## config.mk

```make
export PLATFORM = sky130hd
export DESIGN_NAME = prog_loader_flat
export DESIGN_NICKNAME = d
export VERILOG_FILES = /design/src/rtl/prog_loader_pkg.sv /design/src/rtl/prog_loader_if.sv /design/src/rtl/prog_ram.sv /design/src/rtl/prog_loader.sv /design/src/flat_wrapper.sv
export SDC_FILE = /design/constraint.sdc
export NUM_CORES = 2
export LEC_CHECK = 0
export CORE_MARGIN = 4
export CORE_UTILIZATION = 55
export CTS_CLUSTER_SIZE = 20
export DETAILED_ROUTE_END_ITERATION = 8
export PLACE_DENSITY = 0.71
export SLEW_MARGIN = 20
export SYNTH_ARGS = -nofsm -noshare
export SYNTH_HDL_FRONTEND = slang
export SYNTH_SLANG_ARGS = --single-unit
```

## constraint.sdc

```tcl
create_clock -name clk -period 5 [get_ports clk]
set_input_delay 1 -clock clk [delete_from_list [all_inputs] [get_ports clk]]
set_output_delay 1 -clock clk [all_outputs]
set_load 0.01 [all_outputs]
```

## src/rtl/prog_loader_pkg.sv

```systemverilog
// Shared definitions for the program loader: frame marker, FSM states and
// length-byte decoding.
package prog_loader_pkg;

  localparam logic [7:0] SYNC_BYTE = 8'hA5;

  typedef enum logic [2:0] {
    StIdle,
    StLen,
    StData,
    StCsum,
    StCheck,
    StDone,
    StErr
  } state_e;

  // A length byte of 0 encodes a full 256-byte program.
  function automatic logic [8:0] decode_len(input logic [7:0] len_byte);
    return (len_byte == 8'd0) ? 9'd256 : {1'b0, len_byte};
  endfunction

endpackage

```

## src/rtl/prog_loader_if.sv

```systemverilog
// Valid/ready byte stream carrying program frames into the loader.
interface prog_loader_if;
  logic [7:0] rx_data;
  logic       rx_valid;
  logic       rx_ready;

  modport master (output rx_data, output rx_valid, input rx_ready);
  modport slave  (input rx_data, input rx_valid, output rx_ready);
endinterface

```

## src/rtl/prog_ram.sv

```systemverilog
// Instruction store: one synchronous write port, one asynchronous read port.
// No reset; contents are undefined after power-up.
module prog_ram #(
  parameter int unsigned ADDR_W = 8,
  parameter int unsigned DATA_W = 8
) (
  input  logic              clk,
  input  logic              i_we,
  input  logic [ADDR_W-1:0] i_waddr,
  input  logic [DATA_W-1:0] i_wdata,
  input  logic [ADDR_W-1:0] i_raddr,
  output logic [DATA_W-1:0] o_rdata
);

  logic [DATA_W-1:0] r_mem [2**ADDR_W];

  always_ff @(posedge clk) begin
    if (i_we) begin
      r_mem[i_waddr] <= i_wdata;
    end
  end

  assign o_rdata = r_mem[i_raddr];

endmodule

```

## src/rtl/prog_loader.sv

```systemverilog
// Framed byte-stream loader: stores a checksummed program into the
// instruction RAM and holds the CPU in reset until a valid frame has landed.
module prog_loader #(
  parameter int unsigned ADDR_W    = 8,
  parameter int unsigned DATA_W    = 8,
  parameter logic [7:0]  SYNC_BYTE = prog_loader_pkg::SYNC_BYTE
) (
  input  logic              clk,
  input  logic              reset_n,
  prog_loader_if.slave      rx,
  input  logic [ADDR_W-1:0] i_rd_addr,
  output logic [DATA_W-1:0] o_rd_instr,
  output logic              o_cpu_reset,
  output logic              o_load_done,
  output logic              o_load_err,
  output logic [ADDR_W:0]   o_prog_len
);
  import prog_loader_pkg::*;

  localparam logic [ADDR_W:0] IDX_ONE = 1;

  state_e          r_state;
  logic            r_rx_ready;
  logic            r_cpu_reset;
  logic            r_load_done;
  logic            r_load_err;
  logic [ADDR_W:0] r_prog_len;
  // One bit wider than the address so a 256-byte frame ends without wrapping.
  logic [ADDR_W:0] r_idx;
  logic [7:0]      r_sum;

  logic            w_xfer;
  logic            w_sync;
  logic            w_last;
  logic            w_we;
  logic [7:0]      w_sum_next;

  assign w_xfer     = rx.rx_valid && r_rx_ready;
  assign w_sync     = (rx.rx_data == SYNC_BYTE);
  assign w_last     = ((r_idx + IDX_ONE) == r_prog_len);
  assign w_we       = (r_state == StData) && w_xfer;
  assign w_sum_next = r_sum + rx.rx_data;

  always_ff @(posedge clk or negedge reset_n) begin
    if (!reset_n) begin
      r_state     <= StIdle;
      r_rx_ready  <= 1'b1;
      r_cpu_reset <= 1'b1;
      r_load_done <= 1'b0;
      r_load_err  <= 1'b0;
      r_prog_len  <= '0;
      r_idx       <= '0;
      r_sum       <= '0;
    end else begin
      unique case (r_state)
        StIdle: begin
          if (w_xfer && w_sync) r_state <= StLen;
        end
        StLen: begin
          if (w_xfer) begin
            r_prog_len <= decode_len(rx.rx_data);
            r_idx      <= '0;
            r_sum      <= '0;
            r_state    <= StData;
          end
        end
        StData: begin
          if (w_xfer) begin
            r_idx <= r_idx + IDX_ONE;
            r_sum <= w_sum_next;
            if (w_last) r_state <= StCsum;
          end
        end
        StCsum: begin
          if (w_xfer) begin
            r_sum      <= w_sum_next;
            r_state    <= StCheck;
            r_rx_ready <= 1'b0;
          end
        end
        StCheck: begin
          r_rx_ready <= 1'b1;
          if (r_sum == 8'd0) begin
            r_state     <= StDone;
            r_cpu_reset <= 1'b0;
            r_load_done <= 1'b1;
          end else begin
            r_state    <= StErr;
            r_load_err <= 1'b1;
          end
        end
        StDone, StErr: begin
          // Reassert CPU reset before any RAM byte of the new frame is written.
          if (w_xfer && w_sync) begin
            r_state     <= StLen;
            r_cpu_reset <= 1'b1;
            r_load_done <= 1'b0;
            r_load_err  <= 1'b0;
          end
        end
        default: r_state <= StIdle;
      endcase
    end
  end

  prog_ram #(
    .ADDR_W (ADDR_W),
    .DATA_W (DATA_W)
  ) u_prog_ram (
    .clk     (clk),
    .i_we    (w_we),
    .i_waddr (r_idx[ADDR_W-1:0]),
    .i_wdata (rx.rx_data),
    .i_raddr (i_rd_addr),
    .o_rdata (o_rd_instr)
  );

  assign rx.rx_ready  = r_rx_ready;
  assign o_cpu_reset  = r_cpu_reset;
  assign o_load_done  = r_load_done;
  assign o_load_err   = r_load_err;
  assign o_prog_len   = r_prog_len;

endmodule

```

## src/flat_wrapper.sv

```systemverilog
// flat-port wrapper written by rule: the top's interface ports become plain ports
module prog_loader_flat import prog_loader_pkg::*;
#(
  parameter int unsigned ADDR_W    = 8,
  parameter int unsigned DATA_W    = 8,
  parameter logic [7:0]  SYNC_BYTE = prog_loader_pkg::SYNC_BYTE
)
  (clk, reset_n, i_rd_addr, o_rd_instr, o_cpu_reset, o_load_done, o_load_err, o_prog_len, rx_rx_data, rx_rx_valid, rx_rx_ready);
  prog_loader_if rx_i ();
  input  logic clk;
  input  logic reset_n;
  input  logic [ADDR_W-1:0] i_rd_addr;
  output logic [DATA_W-1:0] o_rd_instr;
  output logic o_cpu_reset;
  output logic o_load_done;
  output logic o_load_err;
  output logic [ADDR_W:0] o_prog_len;
  input wire logic [$bits(rx_i.rx_data)-1:0] rx_rx_data;
  input wire logic [$bits(rx_i.rx_valid)-1:0] rx_rx_valid;
  output wire logic [$bits(rx_i.rx_ready)-1:0] rx_rx_ready;
  assign rx_i.rx_data = rx_rx_data;
  assign rx_i.rx_valid = rx_rx_valid;
  assign rx_rx_ready = rx_i.rx_ready;
  prog_loader #(.ADDR_W(ADDR_W), .DATA_W(DATA_W), .SYNC_BYTE(SYNC_BYTE)) u_core (.clk(clk), .reset_n(reset_n), .rx(rx_i), .i_rd_addr(i_rd_addr), .o_rd_instr(o_rd_instr), .o_cpu_reset(o_cpu_reset), .o_load_done(o_load_done), .o_load_err(o_load_err), .o_prog_len(o_prog_len));
endmodule
```

* Word level (Yosys, flattened, before mapping)
Memories as Yosys holds them, arrays and structs flattened. Index checks and enable logic that the tools add are counted.
Storage, ports and cells: bits in registers 33, latch bits 0, RAM bits 2048, memory bits (read-only) 0, input port bits 19, output and inout port bits 21, word-level logic and storage cells 74, memories kept 1
Memories:
- u_core.u_prog_ram.r_mem | depth 256, width 8, read ports 1, clocked after memory_dff 0, write ports 1, line prog_ram.sv:15 | logic [DATA_W-1:0] r_mem [2**ADDR_W];
Cells by class: add/subtract/negate cells 2, multiply operators 0, div/mod/pow operators 0, $lt $le $gt $ge 0, equal/unequal tests 17, shifts and indexed selects 0, mux-type cells 26, bitwise operators 0, reductions and logical operators 20
Operators with widths (number):
- $mux 9 | 3
- $pmux 9 s2 | 1
- $logic_not 8->1 | 2
- $mux 8 | 2
- $ne 2x1->1 const B | 8
- $pmux 8 s2 | 1
- $mux 3 | 5
- $pmux 3 s5 | 1
- $reduce_and 3->1 | 4
- $add 9x1->9 const B | 1
- $eq 3x3->1 const B | 3
- $eq 9x9->1 | 1
- $add 8x8->8 | 1
- $eq 8x8->1 const B | 1
- $mux 1 | 8
- $pmux 1 s2 | 4
- $reduce_bool 2->1 | 4
- $eq 3x2->1 const B | 2
- $reduce_and 5->1 | 1
- $reduce_and 2->1 | 2
- $reduce_or 2->1 | 2
- $eq 3x1->1 const B | 1
- $logic_and 1x1->1 | 3
- $logic_not 3->1 | 1
- other kinds (3) | 3

* Depth between registers and ports, before layout
depth after elaboration 5, depth in mapped cells 11, gate-level depth less buffers 9

* Cells and area by module
From an unflattened synthesis, not the netlist that was laid out.
Unflattened totals: cell total of the unflattened synthesis 3972, area total of the unflattened synthesis 81575.7 µm²
Modules (own cells, without submodules):
- prog_ram | times used 1, cells an instance 3725, area an instance 79396.1 µm², sequential area each 61499.0 µm²
- prog_loader | times used 1, cells an instance 247, area an instance 2179.6 µm², sequential area each 828.3 µm²

* Least setup slack after synthesis
OpenSTA, ideal clock, no wires.
kind input to output, from input i_rd_addr[0], to output o_rd_instr[7], data arrival time 2.737 ns, required time 4.000 ns, setup slack 1.263 ns, stages on the path 10, path buffers 4, cell sequence buf_6 > buf_12 > or3b_1 > buf_2 > buf_2 > o221ai_1 > a211oi_1 > a21oi_1 > a31oi_1 > nor4_1
On the way: word-level cells in the longest chain between the ends 1
Ends and longest elaborated chain:
- start: declaration | line flat_wrapper.sv:12 | input logic [ADDR_W-1:0] i_rd_addr;
- $mem_v2 256x8
- end: declaration | line flat_wrapper.sv:13 | output logic [DATA_W-1:0] o_rd_instr;
Every way passes these cells.

* Worst setup path in the final report
from input i_rd_addr[4], to output o_rd_instr[3]
The elaborated chain is that of the path after synthesis.

==> summary.md <==
| Metric | Value |
|---|---|
| Status | `finished clean` |
| #FFs+latches synth | `2081` |
| Worst path bufs/invs | `8` |
| CTS Sinks | `2081` |
| Mapped Cells | `3836` |
| Hold path cells | `1` |
| Hold buffers post-CTS | `0` |
| CP cell instances | `clkdlybuf4s50_1 -> buf_12 -> or3b_4 -> buf_6 -> buf_4 -> o221ai_1 -> a211oi_1 -> a21oi_2 -> buf_4 -> a31oi_1 -> buf_4 -> nor4_4 -> buf_4 -> dlygate4sd2_1` |
| Synth Area in XOR/XNOR | `0.00162` |
| Crit path max fanout | `13` |
| Drt first pass iters | `5` |
| Site Rows | `140` |
| Final setup violation count | `0` |
| Crit Path Class | `in -> out` |
| Buffers added on ports | `39` |
| Number of global-route vias before repair | `41600` |
| Synth Area in Simple Gates | `0.0282` |
| Mux cell area share after synthesis | `0.145` |
| Worst Hold End | `u_core.r_idx[8]` |
| Max Slew Vio Count | `0` |
| First-pass GRT wire length | `289000 microns` |
| Die width | `392 microns` |
| Worst EP required | `4.00 ns` |
| Worst-Skew Late Latency | `0.83 ns` |
| Depth of the CTS H-tree | `4` |
| HP Start | `u_core.r_idx[8]` |
| Layout Cells excl Fill | `6401` |
| Bufs on Longest Clock Path | `3` |
| Final hold vios | `0` |
| Synth-to-Final Area Change | `15.2%` |
| Max-cap violation count | `0` |
| Area share of fa/ha/maj cells after synthesis | `0.00207` |
| Vias per cell | `6.49` |
| Core Footprint | `146000 sq um` |
| CP startpoint kind | `primary input` |
| Hold WC Path Type | `reg -> reg` |
| Compound-Gate Fraction of Synth Area | `0.0351` |
| HPWL Detailed | `121000 microns` |
| Worst setup EP type | `output pin` |
| Mapped Nets | `3867` |
| Netlist Area Pre-Place | `81100 sq um` |
| Remaining DRCs | `0` |
| Share of layout cells above drive strength 1 | `0.292` |
| Die Y-Extent | `392 microns` |
| Ys async rst share | `0.0159` |
| Leakage | `30.0 nW` |
| EDFF count, synth | `2048` |
| CTS tree | `done` |
| Synth unique cells | `68` |
| PD cells | `378 nW/um^2` |
| Unrepaired setup endpoints after global routing | `no` |
| Max transition margin | `0.154` |
| Delay-heaviest family, CP | `buffers and inverters` |
| Initial antenna violation count | `7` |
| CTS clk-pin slew, worst paths | `0.06 ns` |
| R2R Setup Slk | `1.41 ns` |
| Top_reg_cell synth | `edfxtp_1` |
| R2r endpoint | `u_core.u_prog_ram.r_mem[115][1]` |
| GP Congestion | `0.906` |
| Fmax | `0.202 GHz` |
| GRT Overall Usage | `0.260` |
| Warnings from Yosys | `0` |
| Io pins | `40` |
| Worst vdd ir | `0.265 mV` |
| Tot Pwr | `0.0353 W` |
| Final core occ | `0.639` |
| Worst path max stage delay | `0.50 ns` |
| Number of DRC markers in iteration 0 | `5083` |
| CP Data Arrival Time | `3.96 ns` |
| Total Nets Final | `4347` |
| Die area | `154000 sq um` |
| Critical path's slowest cell | `clkdlybuf4s50_1` |
| Initial core utilization | `0.555` |
| Cell repeated most along the worst path | `buf_4` |
| R2R cell count | `7` |
| CTS Buf Count | `201` |
| Clock Skew | `0.0391 ns` |
| Minimum clock period | `4.96 ns` |
| Crit share post-route | `0.992` |
| Largest net degree at the start of global routing | `228` |
| Cells after DPL | `6025` |
| Reg2reg start | `u_core.r_state[2]` |
| Main combinational cell family by area after synthesis | `multiplexers` |
| Avg Cell Area, Syn | `21.1 sq um` |
| Routed vias | `41500` |
| Seq/Total Area, Yosys | `0.769` |
| DR WL/cell | `30.8 microns` |
| Total grt overflow | `0` |
| Total wire length | `197000 microns` |
| Clock Tree Root | `clkbuf_16` |
| Antenna viol nets, final | `0` |
| Number of fill cells | `9618` |
| Worst-margin pin slew | `1.27 ns` |
==> report_power, final <==
group	leakage [nW]	internal [W]	total, W	switching, W
Combinational	8.10	0.000726	0.00177	0.00105
Clock	3.04	0.00811	0.0144	0.00631
Sequential	18.8	0.0192	0.0192	0
Total	30.0	0.0280	0.0353	0.00736
==> area by class of cell <==
cell class / instances / area [sq um] / share of cell area
sequential: 2081 / 62300 / 0.667
multi-input combinational: 1517 / 17600 / 0.188
clock buffer: 250 / 5340 / 0.0572
timing repair buffer: 501 / 4800 / 0.0514
tap: 1917 / 2400 / 0.0257
clock inverter: 118 / 886 / 0.00948
inverter: 14 / 52.6 / 0.000563
antenna: 3 / 7.51 / 0.0000804
==> metal layers <==
layer  up-vias  GRT usage  share of wire  wire (microns)
met2      2264      0.407           0.48           95400
li1      17000          -              -               -
met3       352     0.0605          0.099           19500
met5         -          0              0               0
met1     21900      0.374           0.39           76800
met4         0     0.0763          0.029            5620
==> cell usage after synthesis (4+ instances only) <==
cell type  instances  area, sq um
mux2_2             8         90.1
a221oi_2          11          165
a221oi_1          16          140
a211oi_1          38          285
nand4_1            4         25.0
nor2_1           319         1200
nor3_2            10          100
clkbuf_1          78          293
xnor2_1           12          105
o211ai_1           8         60.1
mux4_2           469        10600
o31ai_1            4         30.0
and3_1             8         50.1
buf_8              4         60.1
nand3b_1           4         30.0
nor4_2             8          100
nand2b_1           6         37.5
ha_1              11          138
inv_1             13         48.8
buf_12            10          200
o21ai_0           26          130
a22o_1            42          368
mux2i_1          101         1010
buf_6             35          394
nand3_1           23          115
dfrtp_1           31          776
buf_4             20          150
a22oi_1           55          413
or4_1              4         30.0
and2_1             4         25.0
a31oi_1           13         81.3
nor3_1            11         55.1
o2111ai_1          8         70.1
o22ai_1           99          619
a21oi_1           43          215
o221ai_1          17          149
nor4_1             8         50.1
edfxtp_1        2048        61500
nor2b_1           13         81.3
buf_1              9         33.8
nand2_1           78          293
mux4_1             4          105
buf_2             67          335
==> how the worst max path moves through the flow <==
| stage | endpoint | depth (start not counted) | slack (ns) | from |
|---|---|---|---|---|
| 6_report | o_rd_instr[3] | 14 | 0.04 | i_rd_addr[4] |
| 5_1_grt | o_rd_instr[1] | 11 | 0.004 | i_rd_addr[0] |
| 4_1_cts | o_rd_instr[5] | 12 | 0.0002 | i_rd_addr[0] |
| 3_5_place_dp | o_rd_instr[3] | 14 | -0.46 | i_rd_addr[4] |
| 3_3_place_gp | o_rd_instr[3] | 14 | -0.42 | i_rd_addr[4] |
| 2_1_floorplan | o_rd_instr[7] | 10 | 1.26 | i_rd_addr[0] |
==> registers in the layout (all words and copies together), names as in the netlist <==
signal and cells:
u_core.o_load_done 1, u_core.o_cpu_reset 1, u_core.r_idx 9, u_core.r_state 3
u_core.r_sum 8, u_core.u_prog_ram.r_mem 2048, u_core.o_load_err 1, u_core.rx.rx_ready 1
u_core.o_prog_len 9
==> stage by stage <==
step	setup WS (ns)	hold WS (ns)	cell area, sq um	setup TNS [ns]
after detailed placement	-0.458	0.502	86700	-2.37
after global placement	-0.421	0.481	86700	-2.12
after CTS	0.000207	0.497	93200	0
final	0.0394	0.510	93400	0
after floorplan	1.26	0.461	81100	0
after global routing	0.00373	0.510	93400	0
==> logic make-up (layout without fill, tap and decap cells) <==
logic type / after synthesis / after routing
AOI/OAI and AO/OA: 395 / 395
xor gates and xnor gates: 15 / 15
adders and majority gates: 13 / 13
buffers and inverters: 238 / 883
DFF: 2081 / 2081
muxes: 582 / 582
other: 0 / 3
and+or+nand+nor: 512 / 512
==> placed cells by master (no fill, tap or decap), drive strengths merged, types with 11 or more instances in the layout <==
cell	synthesis	layout
edfxtp	2048	2048
mux4	473	473
buf	145	468
nor2	320	320
clkbuf	79	254
mux2i	101	101
o22ai	99	99
clkinv	0	96
nand2	78	78
a22oi	55	55
a21oi	43	43
a22o	42	42
a211oi	39	39
dfrtp	31	31
o21ai	29	29
a221oi	27	27
nand3	23	23
nor3	21	21
inv	14	20
clkdlybuf4s50	0	19
o221ai	17	17
nor4	16	16
a31oi	13	13
nor2b	13	13
xnor2	12	12
ha	11	11
bufinv	0	11
==> timing repair <==
action | 4_1_cts | 5_1_grt
buffers inserted | 2 | 2
gates cloned | 1 | 1
endpoints found under the setup margin | 8 | 5
pin swaps | 5 | 6
resized for setup | 53 | 19
(Power assumes the default switching activity.)
